File: config.mk
export PLATFORM = sky130hd
export DESIGN_NAME = int_to_fp_seq
export DESIGN_NICKNAME = d
export VERILOG_FILES = /design/src/rtl/int_to_fp_seq_pkg.sv /design/src/rtl/fp_round_ne.sv /design/src/rtl/int_to_fp_seq.sv
export SDC_FILE = /design/constraint.sdc
export NUM_CORES = 1
export LEC_CHECK = 0
export CELL_PAD_IN_SITES_DETAIL_PLACEMENT = 0
export CELL_PAD_IN_SITES_GLOBAL_PLACEMENT = 2
export CORE_ASPECT_RATIO = 1.2
export CORE_MARGIN = 10
export CORE_UTILIZATION = 30
export CTS_CLUSTER_DIAMETER = 50
export DETAILED_ROUTE_END_ITERATION = 10
export PLACE_DENSITY_LB_ADDON = 0.25
export SKIP_CTS_REPAIR_TIMING = 1
export SYNTH_ARGS = -nofsm -noshare
export SYNTH_HDL_FRONTEND = slang
export SYNTH_SLANG_ARGS = --single-unit
File: constraint.sdc
create_clock -name clk -period 5.2 [get_ports clk]
set_input_delay 0.78 -clock clk [delete_from_list [all_inputs] [get_ports clk]]
set_output_delay 0.78 -clock clk [all_outputs]
set_load 0.02 [all_outputs]
File: src/rtl/int_to_fp_seq_pkg.sv
// Shared definitions for the integer-to-FP front end.
//   state_t    : converter FSM states
//   exp_offset : IEEE754 exponent bias for an NX-bit exponent field
package int_to_fp_seq_pkg;

    typedef enum logic [1:0] {
        IDLE  = 2'd0,
        NORM  = 2'd1,
        ROUND = 2'd2,
        DONE  = 2'd3
    } state_t;

    // Bias = 2^(nx-1) - 1 (127 for binary32, 1023 for binary64).
    function automatic int exp_offset(input int nx);
        return (1 << (nx - 1)) - 1;
    endfunction

endpackage

File: src/rtl/fp_round_ne.sv
// Combinational round-to-nearest-even packer.
//   frac  : normalised magnitude with the leading one stripped (IW-1 bits)
//   e     : biased exponent that goes with the leading one
//   sign  : result sign
//   word  : packed {sign, exp, mant} after rounding (not saturated)
//   ovf   : rounded exponent does not fit; caller substitutes infinity
module fp_round_ne #(
    parameter int IW = 32,
    parameter int NX = 8,
    parameter int NM = 23,
    parameter int EW = 15
) (
    input  logic [IW-2:0]   frac,
    input  logic [EW-1:0]   e,
    input  logic            sign,
    output logic [NX+NM:0]  word,
    output logic            ovf
);

    // Pad with NM+2 zeros so mantissa, guard and sticky always exist,
    // whichever of IW-1 and NM is larger.
    localparam int W = IW + NM + 1;
    localparam logic [EW-1:0] EXP_MAX = EW'((1 << NX) - 1);

    logic [W-1:0]  ext;
    logic [NM-1:0] m;
    logic          guard;
    logic          sticky;
    logic          inc;
    logic [NM:0]   m_inc;
    logic [EW-1:0] e_fin;

    always_comb begin
        ext    = {frac, {(NM + 2){1'b0}}};
        m      = ext[W-1 -: NM];
        guard  = ext[W-1-NM];
        sticky = |ext[W-2-NM:0];
        inc    = guard & (sticky | m[0]);
        m_inc  = {1'b0, m} + {{NM{1'b0}}, inc};
        // Carry out of the mantissa leaves m_inc[NM-1:0] == 0 already.
        e_fin  = e + {{(EW-1){1'b0}}, m_inc[NM]};
        ovf    = (e_fin >= EXP_MAX);
        word   = {sign, e_fin[NX-1:0], m_inc[NM-1:0]};
    end

endmodule

File: src/rtl/int_to_fp_seq.sv
// Iterative integer -> IEEE754 (NX exponent, NM mantissa bits) converter.
//   clk, rst_n          : clock, async active-low reset
//   in_valid/in_ready   : input handshake, in_data is the integer operand
//   out_valid/out_ready : output handshake, out_data = {sign, exp, mant}
// Normalises one bit per cycle, then rounds to nearest-even in one cycle.
module int_to_fp_seq
    import int_to_fp_seq_pkg::*;
#(
    parameter int IW     = 32,
    parameter int SIGNED = 1,
    parameter int NX     = 8,
    parameter int NM     = 23
) (
    input  logic            clk,
    input  logic            rst_n,
    input  logic            in_valid,
    output logic            in_ready,
    input  logic [IW-1:0]   in_data,
    output logic            out_valid,
    input  logic            out_ready,
    output logic [NX+NM:0]  out_data
);

    if (IW < 2 || NX < 2) begin : g_bad_param
        $error("int_to_fp_seq: IW and NX must both be >= 2");
    end

    // Headroom for BIAS + IW plus the rounding carry.
    localparam int            EW     = NX + $clog2(IW) + 2;
    localparam logic [EW-1:0] E_INIT = EW'(exp_offset(NX) + IW - 1);

    state_t          state, state_n;
    logic [IW-1:0]   mag, mag_n;
    logic [EW-1:0]   e, e_n;
    logic            sign, sign_n;
    logic [NX+NM:0]  out_data_n;
    logic            out_valid_n;
    logic            in_ready_n;
    logic            neg;
    logic [IW-1:0]   abs_in;
    logic [NX+NM:0]  rnd_word;
    logic            rnd_ovf;

    fp_round_ne #(.IW(IW), .NX(NX), .NM(NM), .EW(EW)) u_round (
        .frac (mag[IW-2:0]),
        .e    (e),
        .sign (sign),
        .word (rnd_word),
        .ovf  (rnd_ovf)
    );

    always_ff @(posedge clk or negedge rst_n) begin
        if (!rst_n) begin
            state     <= IDLE;
            mag       <= '0;
            e         <= '0;
            sign      <= 1'b0;
            out_data  <= '0;
            out_valid <= 1'b0;
            in_ready  <= 1'b0;
        end else begin
            state     <= state_n;
            mag       <= mag_n;
            e         <= e_n;
            sign      <= sign_n;
            out_data  <= out_data_n;
            out_valid <= out_valid_n;
            in_ready  <= in_ready_n;
        end
    end

    always_comb begin
        state_n     = state;
        mag_n       = mag;
        e_n         = e;
        sign_n      = sign;
        out_data_n  = out_data;
        out_valid_n = out_valid;
        // Two's-complement negate wraps the most-negative value onto 2^(IW-1).
        neg         = (SIGNED != 0) && in_data[IW-1];
        abs_in      = neg ? (~in_data + 1'b1) : in_data;

        case (state)
            IDLE: begin
                if (in_valid && in_ready) begin
                    mag_n = abs_in;
                    e_n   = E_INIT;
                    if (abs_in == '0) begin
                        sign_n     = 1'b0;
                        out_data_n = '0;
                        state_n    = DONE;
                    end else begin
                        sign_n  = neg;
                        state_n = NORM;
                    end
                end
            end
            NORM: begin
                if (mag[IW-1]) begin
                    state_n = ROUND;
                end else begin
                    mag_n = mag << 1;
                    e_n   = e - 1'b1;
                end
            end
            ROUND: begin
                out_data_n  = rnd_ovf ? {sign, {NX{1'b1}}, {NM{1'b0}}} : rnd_word;
                out_valid_n = 1'b1;
                state_n     = DONE;
            end
            DONE: begin
                // Zero results enter DONE with out_valid low; raise it here.
                if (out_valid && out_ready) begin
                    out_valid_n = 1'b0;
                    state_n     = IDLE;
                end else begin
                    out_valid_n = 1'b1;
                end
            end
            default: state_n = IDLE;
        endcase

        in_ready_n = (state_n == IDLE);
    end

endmodule

==> flow_summary.yaml <==
finish:
  layout.cells.most_common_list: "84 x sky130_fd_sc_hd__dfrtp_1, 68 x sky130_fd_sc_hd__clkdlybuf4s50_1, 45 x sky130_fd_sc_hd__nand2_1, 42 x sky130_fd_sc_hd__o21ai_0, 40 x sky130_fd_sc_hd__nor2_1"
  final_util_pct: 37.3
  final_net_count: 704
  final.fill_count: 1920
  layout.cells.most_common: "sky130_fd_sc_hd__dfrtp_1"
  instances_no_fill: 918
  final_layout_size_suffix_gt1_share_pct: 10.4
  diodes_inserted: 0
  postLayoutCellArea_sq_um: 6850
  multi_input_area_sq_um: 3270
  area_growth_syn_to_layout_pct: 21.3
  seqCellArea_sq_um: 2100
synth:
  synth.yosys.seq_area_share_pct: 37.2
  post_synthesis_instance_total: 617
  yosys_register_bits: 84
  synth-edff-count: 0
  per_instance_average_area_after_synthesis_sq_um: 9.16
  postSynth.topFlopCell: "sky130_fd_sc_hd__dfrtp_1"
  yosysWarnings: 0
  syn-num-nets: 659
  synth_cell_types: 65
  asyncSetResetFlopFracSynth_pct: 100
  mappedNetlistArea_sq_um: 5650
detailed_routing:
  detail_route.iter0.violations: 250
  top_signal_layer_used: "met4"
  num_vias: 4934
  routed_length_per_placed_instance_um: 19.0
  post-route-drc-count: 0
  met2_length_mm: 8.94
  dr.pass1.iters: 4
  finalWirelength_mm: 17.4
  route.antenna.remaining_nets: 0
  avgViaCountPerCell: 5.37
  met3_length_um: 646
  wl_met1_mm: 7.39
status:
  outcome: "finished, final reports clean"
clocking:
  worst_setup_hold_path_clk_slew_ps: 70
  h-tree-depth: 3
  insertion_delay_ps: 340
  cts.sinks: 84
  number_of_buffers_created_by_cts: 9
  ctsRootBufferMaster: "sky130_fd_sc_hd__clkbuf_16"
  cts_max_path_buffers: 2
  clock_tree_from_tritoncts: "yes"
sta:
  hold_viol: 0
  final_max_slew_viol_count: 0
  fmax_mhz: 220
  worst-slew-pin-transition_ps: 1100
  fin_skew_ps: 8.38
  maxSlewHeadroom_pct: 26.7
  grt_setup_unrepaired: "no"
  fin_crit_sh_pct: 87.3
  finalCriticalPeriod_ps: 4540
  finalSetupViolations: 0
  hold_slack_ps: 504
  setup_tns_ps: 0
floorplan:
  pin_count: 70
  dieWidth_um: 145
  die_area_sq_um: 24700
  fp.coreArea_sq_um: 18400
  initial_standard_cell_utilization_of_the_core_pct: 30.7
  die_h_um: 170
  rows: 54
placement:
  place.gp.congestion: 0.912
  placed_area_sq_um: 6540
  numPortBuffers: 69
  dp.cells: 903
  dp.final_hpwl_mm: 13.3
critical_path:
  critical_path_capture_point: "out_data[14]"
  path_cells: "nand4_1 > nor3_1 > nand2_1 > nor2_1 > and4_1 > and3_1 > ha_1 > ha_1 > nand4_1 > nor2_1 > and3_1 > a41oi_1 > or4_1 > buf_4 > o2bb2ai_1"
  worstPathRequired_ps: 5460
  critical_path_capture_point_type: "flop"
  worst_r2r_endpoint: "out_data[14]"
  path_depth: 15
  crit_path_start_kind: "flop"
  slowest_delay_ps: 900
  reg2reg_slack_ps: 660
  rr_startpoint: "mag[8]"
  cp_num_buf_inv: 1
  worst-path-max-fanout: 15
  crit_type: "reg2reg"
  critPathLaunch: "mag[8]"
  cpLargestDelayFamily: "simple AND/OR/NAND/NOR gates"
  worst-r2r-cell-count: 15
  timing.critical_path.arrival_ps: 4800
  master_of_the_slowest_instance_on_the_critical_path: "sky130_fd_sc_hd__or4_1"
grt:
  global_route_wire_length_before_repair_mm: 28.3
  grt_pass1_vias: 5061
  grt_antenna_before_repair: 0
  grt_start_max_net_pins: 85
  global_route.usage.total_pct: 14.1
  grt-ovfl-total: 0
hold_path:
  hold_class: "reg2reg"
power_and_ir_drop:
  worst_ir_drop_on_vdd_v: 0.000119
  static-leakage-power_nw: 2.52
  power_per_cell_area_nw_per_um2: 216
flow_run:
  timing.max_cap.violations: 0
==> registers in the layout, summed over array words and instances, names as in the netlist <==
register and cells:
mag 32, out_data 32, e 15, state 2, in_ready 1, out_valid 1, sign 1
==> worst min-delay path: stages, from the launching register on <==
cell and delay [ps]:
sky130_fd_sc_hd__dfrtp_1 360, sky130_fd_sc_hd__nand2_1 50, sky130_fd_sc_hd__o31ai_1 60
==> kinds of logic after synthesis <==
kind of cell             Yosys count  share of synthesized area (%)
multiplexers                       6                           1.11
flip-flops                        84                           37.2
AO/OA/AOI/OAI                    169                           23.5
adder cells (fa/ha/maj)            6                           1.33
XOR/XNOR                          67                           10.4
buffers and inverters             66                           5.12
AND/OR/NAND/NOR                  219                           21.4
==> cell type report <==
cell class                 instances  area share, %
tap                              252           4.60
timing repair buffer              82           11.5
clock inverter                     6           1.31
inverter                          18          0.986
multi-input combinational        467           47.7
clock buffer                       9           3.29
sequential                        84           30.7
==> Yosys cell counts, types with 3 or more instances <==
cell type,number,area (sq um)
sky130_fd_sc_hd__o41ai_1,3,26.3
sky130_fd_sc_hd__ha_1,6,75.1
sky130_fd_sc_hd__nand4_1,13,81.3
sky130_fd_sc_hd__a21oi_1,19,95.1
sky130_fd_sc_hd__clkbuf_1,34,128
sky130_fd_sc_hd__dfrtp_1,84,2100
sky130_fd_sc_hd__nor4_4,3,63.8
sky130_fd_sc_hd__and3_1,15,93.8
sky130_fd_sc_hd__a211oi_1,6,45.0
sky130_fd_sc_hd__buf_2,6,30.0
sky130_fd_sc_hd__nor2b_1,4,25.0
sky130_fd_sc_hd__nor3_1,24,120
sky130_fd_sc_hd__a31oi_1,9,56.3
sky130_fd_sc_hd__nor4b_1,3,26.3
sky130_fd_sc_hd__buf_1,3,11.3
sky130_fd_sc_hd__o22a_1,4,35.0
sky130_fd_sc_hd__a41oi_1,3,26.3
sky130_fd_sc_hd__a22oi_1,27,203
sky130_fd_sc_hd__buf_6,4,45.0
sky130_fd_sc_hd__nor4_1,11,68.8
sky130_fd_sc_hd__and2_1,3,18.8
sky130_fd_sc_hd__inv_1,18,67.6
sky130_fd_sc_hd__or3_1,14,87.6
sky130_fd_sc_hd__a221o_1,3,30.0
sky130_fd_sc_hd__a22o_1,3,26.3
sky130_fd_sc_hd__xor2_1,38,333
sky130_fd_sc_hd__a31o_2,3,26.3
sky130_fd_sc_hd__nor2_1,40,150
sky130_fd_sc_hd__o31ai_1,4,30.0
sky130_fd_sc_hd__or4_1,6,45.0
sky130_fd_sc_hd__nand2_1,45,169
sky130_fd_sc_hd__xnor2_1,29,254
sky130_fd_sc_hd__or2_4,3,26.3
sky130_fd_sc_hd__o21ai_0,42,210
sky130_fd_sc_hd__o2bb2ai_1,3,26.3
sky130_fd_sc_hd__nand3_1,22,110
sky130_fd_sc_hd__o32a_1,3,30.0
sky130_fd_sc_hd__mux2i_1,4,40.0
sky130_fd_sc_hd__o2bb2ai_2,20,300
==> through the flow <==
stage          total power [W]  worst slack (ps)
2_1_floorplan         0.000736              1500
3_3_place_gp          0.000806               697
3_5_place_dp          0.000806               697
4_1_cts                0.00150               637
5_1_grt                0.00154               342
6_report               0.00148               660
==> layer usage <==
layer	global-route usage, %	vias up
met5	0	-
met4	5.81	0
met3	2.12	23
met2	24.8	140
met1	16.7	2397
li1	-	2374
==> worst min-delay path by stage <==
stage,startpoint,end,slack [ps],cells after the start
after floorplan,sign,sign,450,2
after global placement,out_valid,out_valid,480,1
after detailed placement,out_data[18],out_data[18],490,1
after CTS,out_valid,out_valid,510,1
after global routing,out_data[18],out_data[18],520,1
final,sign,sign,500,2
==> report_power, final <==
| group | leakage (nW) | switching (W) | internal [W] |
|---|---|---|---|
| sequential | 0.950 | 0 | 0.000653 |
| clock | 0.140 | 0.000268 | 0.000418 |
| combinational | 1.43 | 0.0000859 | 0.0000545 |
Power figures use the tool's default switching activity.
